$ cat src/rtl/tc_display_if.sv
// Requester-side bus of the display scheduler: level requests with packed data,
// and the scheduler's grant/ack/busy replies.
interface tc_display_if #(
  parameter int NUM_SRC = 4
);
  // req[i] is a level held by source i while data[4i+3:4i] is valid; data is
  // sampled only on the cycle grant[i] rises, and ack[i] pulses for one cycle
  // at the end of that source's dwell. Dropping req early never cancels a grant.
  logic [NUM_SRC-1:0]   req;
  logic [4*NUM_SRC-1:0] data;
  logic [NUM_SRC-1:0]   grant;
  logic [NUM_SRC-1:0]   ack;
  logic                 busy;

  modport master (output req, data, input grant, ack, busy);
  modport slave  (input req, data, output grant, ack, busy);
endinterface

$ cat src/rtl/tc_display_scheduler.sv
// Round-robin scheduler sharing one two's-complement-to-7-segment converter
// between NUM_SRC requesters; each winner is shown on HEX1/HEX0 for DWELL cycles.
module tc_display_scheduler #(
  parameter int NUM_SRC = 4,
  parameter int DWELL   = 25000000,
  parameter int CW      = 25
) (
  input  logic        clk,
  input  logic        rst,
  tc_display_if.slave bus_if,
  output logic [3:0]  n_o,
  input  logic [6:0]  sign_in_i,
  input  logic [6:0]  mag_in_i,
  output logic [6:0]  hex1_o,
  output logic [6:0]  hex0_o,
  output logic [1:0]  dbg_state_o
);

  localparam int IW = (NUM_SRC > 1) ? $clog2(NUM_SRC) : 1;

  typedef enum logic [1:0] {
    IDLE = 2'd0,
    LOAD = 2'd1,
    SHOW = 2'd2,
    DONE = 2'd3
  } state_t;

  state_t             state_q, state_d;
  logic [NUM_SRC-1:0] grant_q, grant_d;
  logic [NUM_SRC-1:0] ack_q, ack_d;
  logic [3:0]         n_q, n_d;
  logic [6:0]         hex1_q, hex1_d;
  logic [6:0]         hex0_q, hex0_d;
  logic [CW-1:0]      cnt_q, cnt_d;
  logic [IW-1:0]      last_q, last_d;
  logic [IW-1:0]      win_q, win_d;

  logic               pick_valid;
  logic [IW-1:0]      pick_idx;
  logic [IW-1:0]      cand;

  // Scan from the farthest offset down so the nearest requester after last_q wins.
  always_comb begin
    pick_valid = 1'b0;
    pick_idx   = '0;
    cand       = '0;
    for (int i = NUM_SRC; i >= 1; i--) begin
      cand = IW'((int'(last_q) + i) % NUM_SRC);
      if (bus_if.req[cand]) begin
        pick_valid = 1'b1;
        pick_idx   = cand;
      end
    end
  end

  always_comb begin
    state_d = state_q;
    grant_d = grant_q;
    ack_d   = ack_q;
    n_d     = n_q;
    hex1_d  = hex1_q;
    hex0_d  = hex0_q;
    cnt_d   = cnt_q;
    last_d  = last_q;
    win_d   = win_q;
    unique case (state_q)
      IDLE: begin
        if (pick_valid) begin
          grant_d           = '0;
          grant_d[pick_idx] = 1'b1;
          n_d               = bus_if.data[4*int'(pick_idx) +: 4];
          win_d             = pick_idx;
          state_d           = LOAD;
        end
      end
      LOAD: begin
        // Converter is combinational on n_q, so its outputs are settled here.
        hex1_d  = sign_in_i;
        hex0_d  = mag_in_i;
        cnt_d   = CW'(DWELL - 1);
        state_d = SHOW;
      end
      SHOW: begin
        if (cnt_q == '0) begin
          ack_d   = grant_q;
          state_d = DONE;
        end else begin
          cnt_d = cnt_q - CW'(1);
        end
      end
      DONE: begin
        ack_d   = '0;
        grant_d = '0;
        last_d  = win_q;
        state_d = IDLE;
      end
      default: state_d = IDLE;
    endcase
  end

  always_ff @(posedge clk or posedge rst) begin
    if (rst) begin
      state_q <= IDLE;
      grant_q <= '0;
      ack_q   <= '0;
      n_q     <= '0;
      hex1_q  <= 7'b1111111;
      hex0_q  <= 7'b1111111;
      cnt_q   <= '0;
      last_q  <= IW'(NUM_SRC - 1);
      win_q   <= '0;
    end else begin
      state_q <= state_d;
      grant_q <= grant_d;
      ack_q   <= ack_d;
      n_q     <= n_d;
      hex1_q  <= hex1_d;
      hex0_q  <= hex0_d;
      cnt_q   <= cnt_d;
      last_q  <= last_d;
      win_q   <= win_d;
    end
  end

  assign bus_if.grant = grant_q;
  assign bus_if.ack   = ack_q;
  assign bus_if.busy  = (state_q != IDLE);
  assign n_o          = n_q;
  assign hex1_o       = hex1_q;
  assign hex0_o       = hex0_q;
  assign dbg_state_o  = state_q;

endmodule
$ cat src/flat_wrapper.sv
// flat-port wrapper written by rule: the top's interface ports become plain ports
module tc_display_scheduler_flat 
#(
  parameter int NUM_SRC = 4,
  parameter int DWELL   = 25000000,
  parameter int CW      = 25
)
  (clk, rst, n_o, sign_in_i, mag_in_i, hex1_o, hex0_o, dbg_state_o, bus_if_req, bus_if_data, bus_if_grant, bus_if_ack, bus_if_busy);
  tc_display_if #(.NUM_SRC(NUM_SRC)) bus_if_i ();
  input  logic clk;
  input  logic rst;
  output logic [3:0] n_o;
  input  logic [6:0] sign_in_i;
  input  logic [6:0] mag_in_i;
  output logic [6:0] hex1_o;
  output logic [6:0] hex0_o;
  output logic [1:0] dbg_state_o;
  input wire logic [$bits(bus_if_i.req)-1:0] bus_if_req;
  input wire logic [$bits(bus_if_i.data)-1:0] bus_if_data;
  output wire logic [$bits(bus_if_i.grant)-1:0] bus_if_grant;
  output wire logic [$bits(bus_if_i.ack)-1:0] bus_if_ack;
  output wire logic [$bits(bus_if_i.busy)-1:0] bus_if_busy;
  assign bus_if_i.req = bus_if_req;
  assign bus_if_i.data = bus_if_data;
  assign bus_if_grant = bus_if_i.grant;
  assign bus_if_ack = bus_if_i.ack;
  assign bus_if_busy = bus_if_i.busy;
  tc_display_scheduler #(.NUM_SRC(NUM_SRC), .DWELL(DWELL), .CW(CW)) u_core (.clk(clk), .rst(rst), .bus_if(bus_if_i), .n_o(n_o), .sign_in_i(sign_in_i), .mag_in_i(mag_in_i), .hex1_o(hex1_o), .hex0_o(hex0_o), .dbg_state_o(dbg_state_o));
endmodule
$ cat config.mk
export PLATFORM = sky130hd
export DESIGN_NAME = tc_display_scheduler_flat
export DESIGN_NICKNAME = d
export VERILOG_FILES = /design/src/rtl/tc_display_if.sv /design/src/rtl/tc_display_scheduler.sv /design/src/flat_wrapper.sv
export SDC_FILE = /design/constraint.sdc
export NUM_CORES = 1
export LEC_CHECK = 0
export BUFFER_PORTS_ARGS = -buffer_cell sky130_fd_sc_hd__buf_4
export CAP_MARGIN = 20
export CELL_PAD_IN_SITES_DETAIL_PLACEMENT = 1
export CELL_PAD_IN_SITES_GLOBAL_PLACEMENT = 1
export CORE_ASPECT_RATIO = 1.2
export CORE_UTILIZATION = 42
export DETAILED_ROUTE_END_ITERATION = 8
export PLACE_DENSITY = 0.76
export SLEW_MARGIN = 5
export SYNTH_ARGS = -nofsm -noshare
export SYNTH_HDL_FRONTEND = slang
export SYNTH_SLANG_ARGS = --single-unit
$ cat constraint.sdc
create_clock -name clk -period 2.9 [get_ports clk]
set_clock_uncertainty 0.05 [all_clocks]
set_input_delay 0.29 -clock clk [delete_from_list [all_inputs] [get_ports clk]]
set_output_delay 0.29 -clock clk [all_outputs]
set_load 0.01 [all_outputs]
==> impl_metrics.yaml <==
yosys:
  synth_warnings: 0
  ys_ff_latch: 57
  syn_nets: 333
  synth_top_area_share_pct: 34.1
  ys.flop_type: "dfrtp_1"
  syn_inst: 291
  synth_area_sq_um: 3010
  async_reset_ff_share_pct: 100
  synth_area_leaders: "dfrtp_1 (34%), dfstp_2 (14%), mux2_2 (6.4%)"
  yosysSeqAreaShare_pct: 48.1
  synth_cell_types: 51
  synth-edff-count: 0
  syn_avg_cell_area_sq_um: 10.3
  yosysTopAreaCell: "dfrtp_1"
hold_path:
  min_path_type: "in -> async"
sta:
  slew_violations: 0
  finalSetupTns_ns: 0
  min_period_ns: 2.53
  finalCritPeriodShare_pct: 87.4
  hold_viol: 0
  worstMarginPinSlew_ns: 0.946
  grt_setup_unrepaired: "no"
  setup_viol: 0
  fmax_ghz: 0.395
  relSlewSlack_pct: 36.8
  timing.final.ws_setup_ns: 0.365
worst_setup_path:
  cp_cell_sequence: "inv_1 > ha_1 > nor3b_1 > nand4_1 > o21ai_1 > o21ai_0 > a22o_1"
  criticalPathCategory: "reg -> reg"
  critPathBufInv: 1
  required_ns: 3.08
  crit_family: "compound AO/OA/AOI/OAI gates"
  endpoint_kind: "register"
  max_stage_delay_ns: 0.54
  crit_arrival_ns: 2.71
  critPathSlowestCell: "o21ai_1"
  worst-path-max-fanout: 6
  critPathLaunchType: "register"
cts:
  clk_pin_slew_ns: 0.07
  clk_latency_ns: 0.34
  cts_tree: "built"
  clock-root-buffer: "clkbuf_8"
  postCtsHoldBufs: 0
  cts_buffer_depth: 2
  cts_inserted_buffers: 9
  cts_setup_buffers: 0
  cts_max_level: 3
  clock-sinks: 57
layout:
  nNetsFinal: 403
  multiInputGateArea_sq_um: 1470
  drive_gt1_share_pct: 36.3
  n_antenna_cell: 0
  register_area_sq_um: 1450
  fillers: 749
  area_growth_pct: 28.5
  final_core_util_pct: 56.1
drt:
  first_pass_iters: 4
  first_iter_violations: 133
  vias: 2640
  detail-route-antenna-nets: 0
  vias_per_cell: 5.83
  post_drt_wl_per_cell_um: 18.5
  finalWirelength_mm: 8.40
  drcViolationCount: 0
grt:
  grt_first_pass_wirelength_mm: 13.8
  grt_overflow: 0
  antenna_found_initial: 0
  grt_max_degree: 45
  grt_pass1_vias: 2776
  grt_use_total_pct: 24.3
floorplanning:
  row_count: 33
  initial_core_util_pct: 43.6
  die_y_um: 94.7
  core_sq_um: 6900
  die_w_um: 79.3
  dieArea_sq_um: 7500
  io_pins: 65
pwr:
  ir_worst_vdd_uv: 484
  leakage_nw: 1.66
  power_density_nw_per_um2: 970
status:
  status: "complete, no violations"
placement:
  port_buffers: 64
  dp_hpwl_mm: 5.96
  gp_congestion: 0.805
  preCtsSetupSlack_ns: 0.248
job:
  cap_violations: 0
[layout make-up]
type,count,area share (%)
multi-input combinational,211,38.0
sequential,57,37.4
timing repair buffer,73,14.2
clock buffer,14,5.86
tap,87,2.82
clock inverter,2,0.906
inverter,9,0.874
[power by group]
group	switching, W	internal (W)	leakage, nW
Clock	0.000331	0.000599	0.134
Combinational	0.000803	0.000681	0.891
Sequential	0.000206	0.00113	0.638
Total	0.00134	0.00241	1.66
[repair_timing]
item,in CTS,in global routing
endpoints found under the setup margin,0,2
resized for setup,0,1
endpoints found under the hold margin,0,0
[layout by cell type (no fill, tap or decap), drive strengths merged, types with 2 or more instances in the layout]
cell,count
nand3b,2
nand2,22
dfrtp,41
nor2b,4
or2,2
a22oi,5
o22ai,2
a41oi,2
nor3,6
nor2,28
nand3,9
mux2i,14
o22a,3
nor4,5
and3,2
or3,3
nand4,7
dfstp,16
a31oi,3
mux2,17
or4,2
a2bb2oi,2
a22o,2
ha,6
a211oi,6
a21o,3
a21oi,6
and2,2
inv,9
nand2b,3
a32oi,2
and4,6
clkbuf,14
a311oi,6
buf,73
nand4b,3
o21ai,16
[final timing paths]
| kind | startpoint | end | slack, ns | depth (start not counted) |
|---|---|---|---|---|
| min | rst | u_core.cnt_q[14] | 0.13 | 2 |
| min in group clk | mag_in_i[3] | u_core.hex0_o[3] | 0.13 | 2 |
| min reg2reg | u_core.cnt_q[6] | u_core.cnt_q[6] | 0.43 | 1 |
| max reg2reg | u_core.cnt_q[0] | u_core.cnt_q[11] | 0.37 | 7 |
| max in group asynchronous | rst | u_core.hex0_o[0] | 1.85 | 3 |
| max | u_core.cnt_q[0] | u_core.cnt_q[11] | 0.37 | 7 |
[logic make-up (layout without fill, tap and decap cells)]
| group | Yosys count | after routing | synth area share (%) |
|---|---|---|---|
| adders and majority gates | 6 | 6 | 2.50 |
| buffers and inverters | 23 | 98 | 3.12 |
| and+or+nand+nor | 109 | 109 | 20.0 |
| DFF | 57 | 57 | 48.1 |
| xor gates and xnor gates | 1 | 1 | 0.291 |
| AOI/OAI and AO/OA | 64 | 64 | 14.9 |
| muxes | 31 | 31 | 11.0 |
[metal layers]
metal	track usage [%]	wire, um	vias up
li1	-	-	1223
met1	28.5	3530	1339
met2	42.5	4380	59
met3	5.22	264	19
met4	10.8	223	0
met5	0	0	-
[sequential cells by signal, indices dropped and copies added (netlist names), 4 cells and up]
signal / cells
u_core.hex1_o: 7
u_core.n_o: 4
u_core.bus_if.ack: 4
u_core.hex0_o: 7
u_core.bus_if.grant: 4
u_core.cnt_q: 25
[Yosys cell counts (2+ instances only)]
cell type,count
o22a_1,3
dfstp_2,16
mux2_2,17
nand2_1,22
a22oi_1,5
a41oi_1,2
nand3b_1,2
nor2b_1,4
ha_1,6
a211oi_1,6
dfrtp_1,41
nor3_2,3
buf_1,2
a32oi_1,2
nor2_1,28
a31oi_1,3
a311oi_1,6
clkbuf_1,11
and4_1,6
mux2i_1,14
nand4_1,7
inv_1,9
nor3_1,3
a21o_1,3
nand2b_1,3
o21ai_0,16
and3_1,2
nand4b_1,3
or3_1,3
a2bb2oi_1,2
o22ai_1,2
nand3_1,9
and2_1,2
or2_2,2
nor4_1,4
a21oi_1,6
a22o_1,2
[worst register-to-register path, stage by stage (launching register included)]
cell	delay, ns
dfrtp_1	0.40
inv_1	0.13
ha_1	0.15
nor3b_1	0.39
nand4_1	0.37
o21ai_1	0.54
o21ai_0	0.18
a22o_1	0.22
[per-stage QoR]
step	total power, W	hold WS (ns)	instances	instance area [sq um]
6_report	0.00375	0.130	453	3870
3_3_place_gp	0.00274	0.413	436	3600
2_1_floorplan	0.00218	0.392	291	3010
4_1_cts	0.00378	0.117	453	3870
5_1_grt	0.00396	0.113	453	3870
3_5_place_dp	0.00284	0.431	437	3600
(Power assumes the default switching activity.)
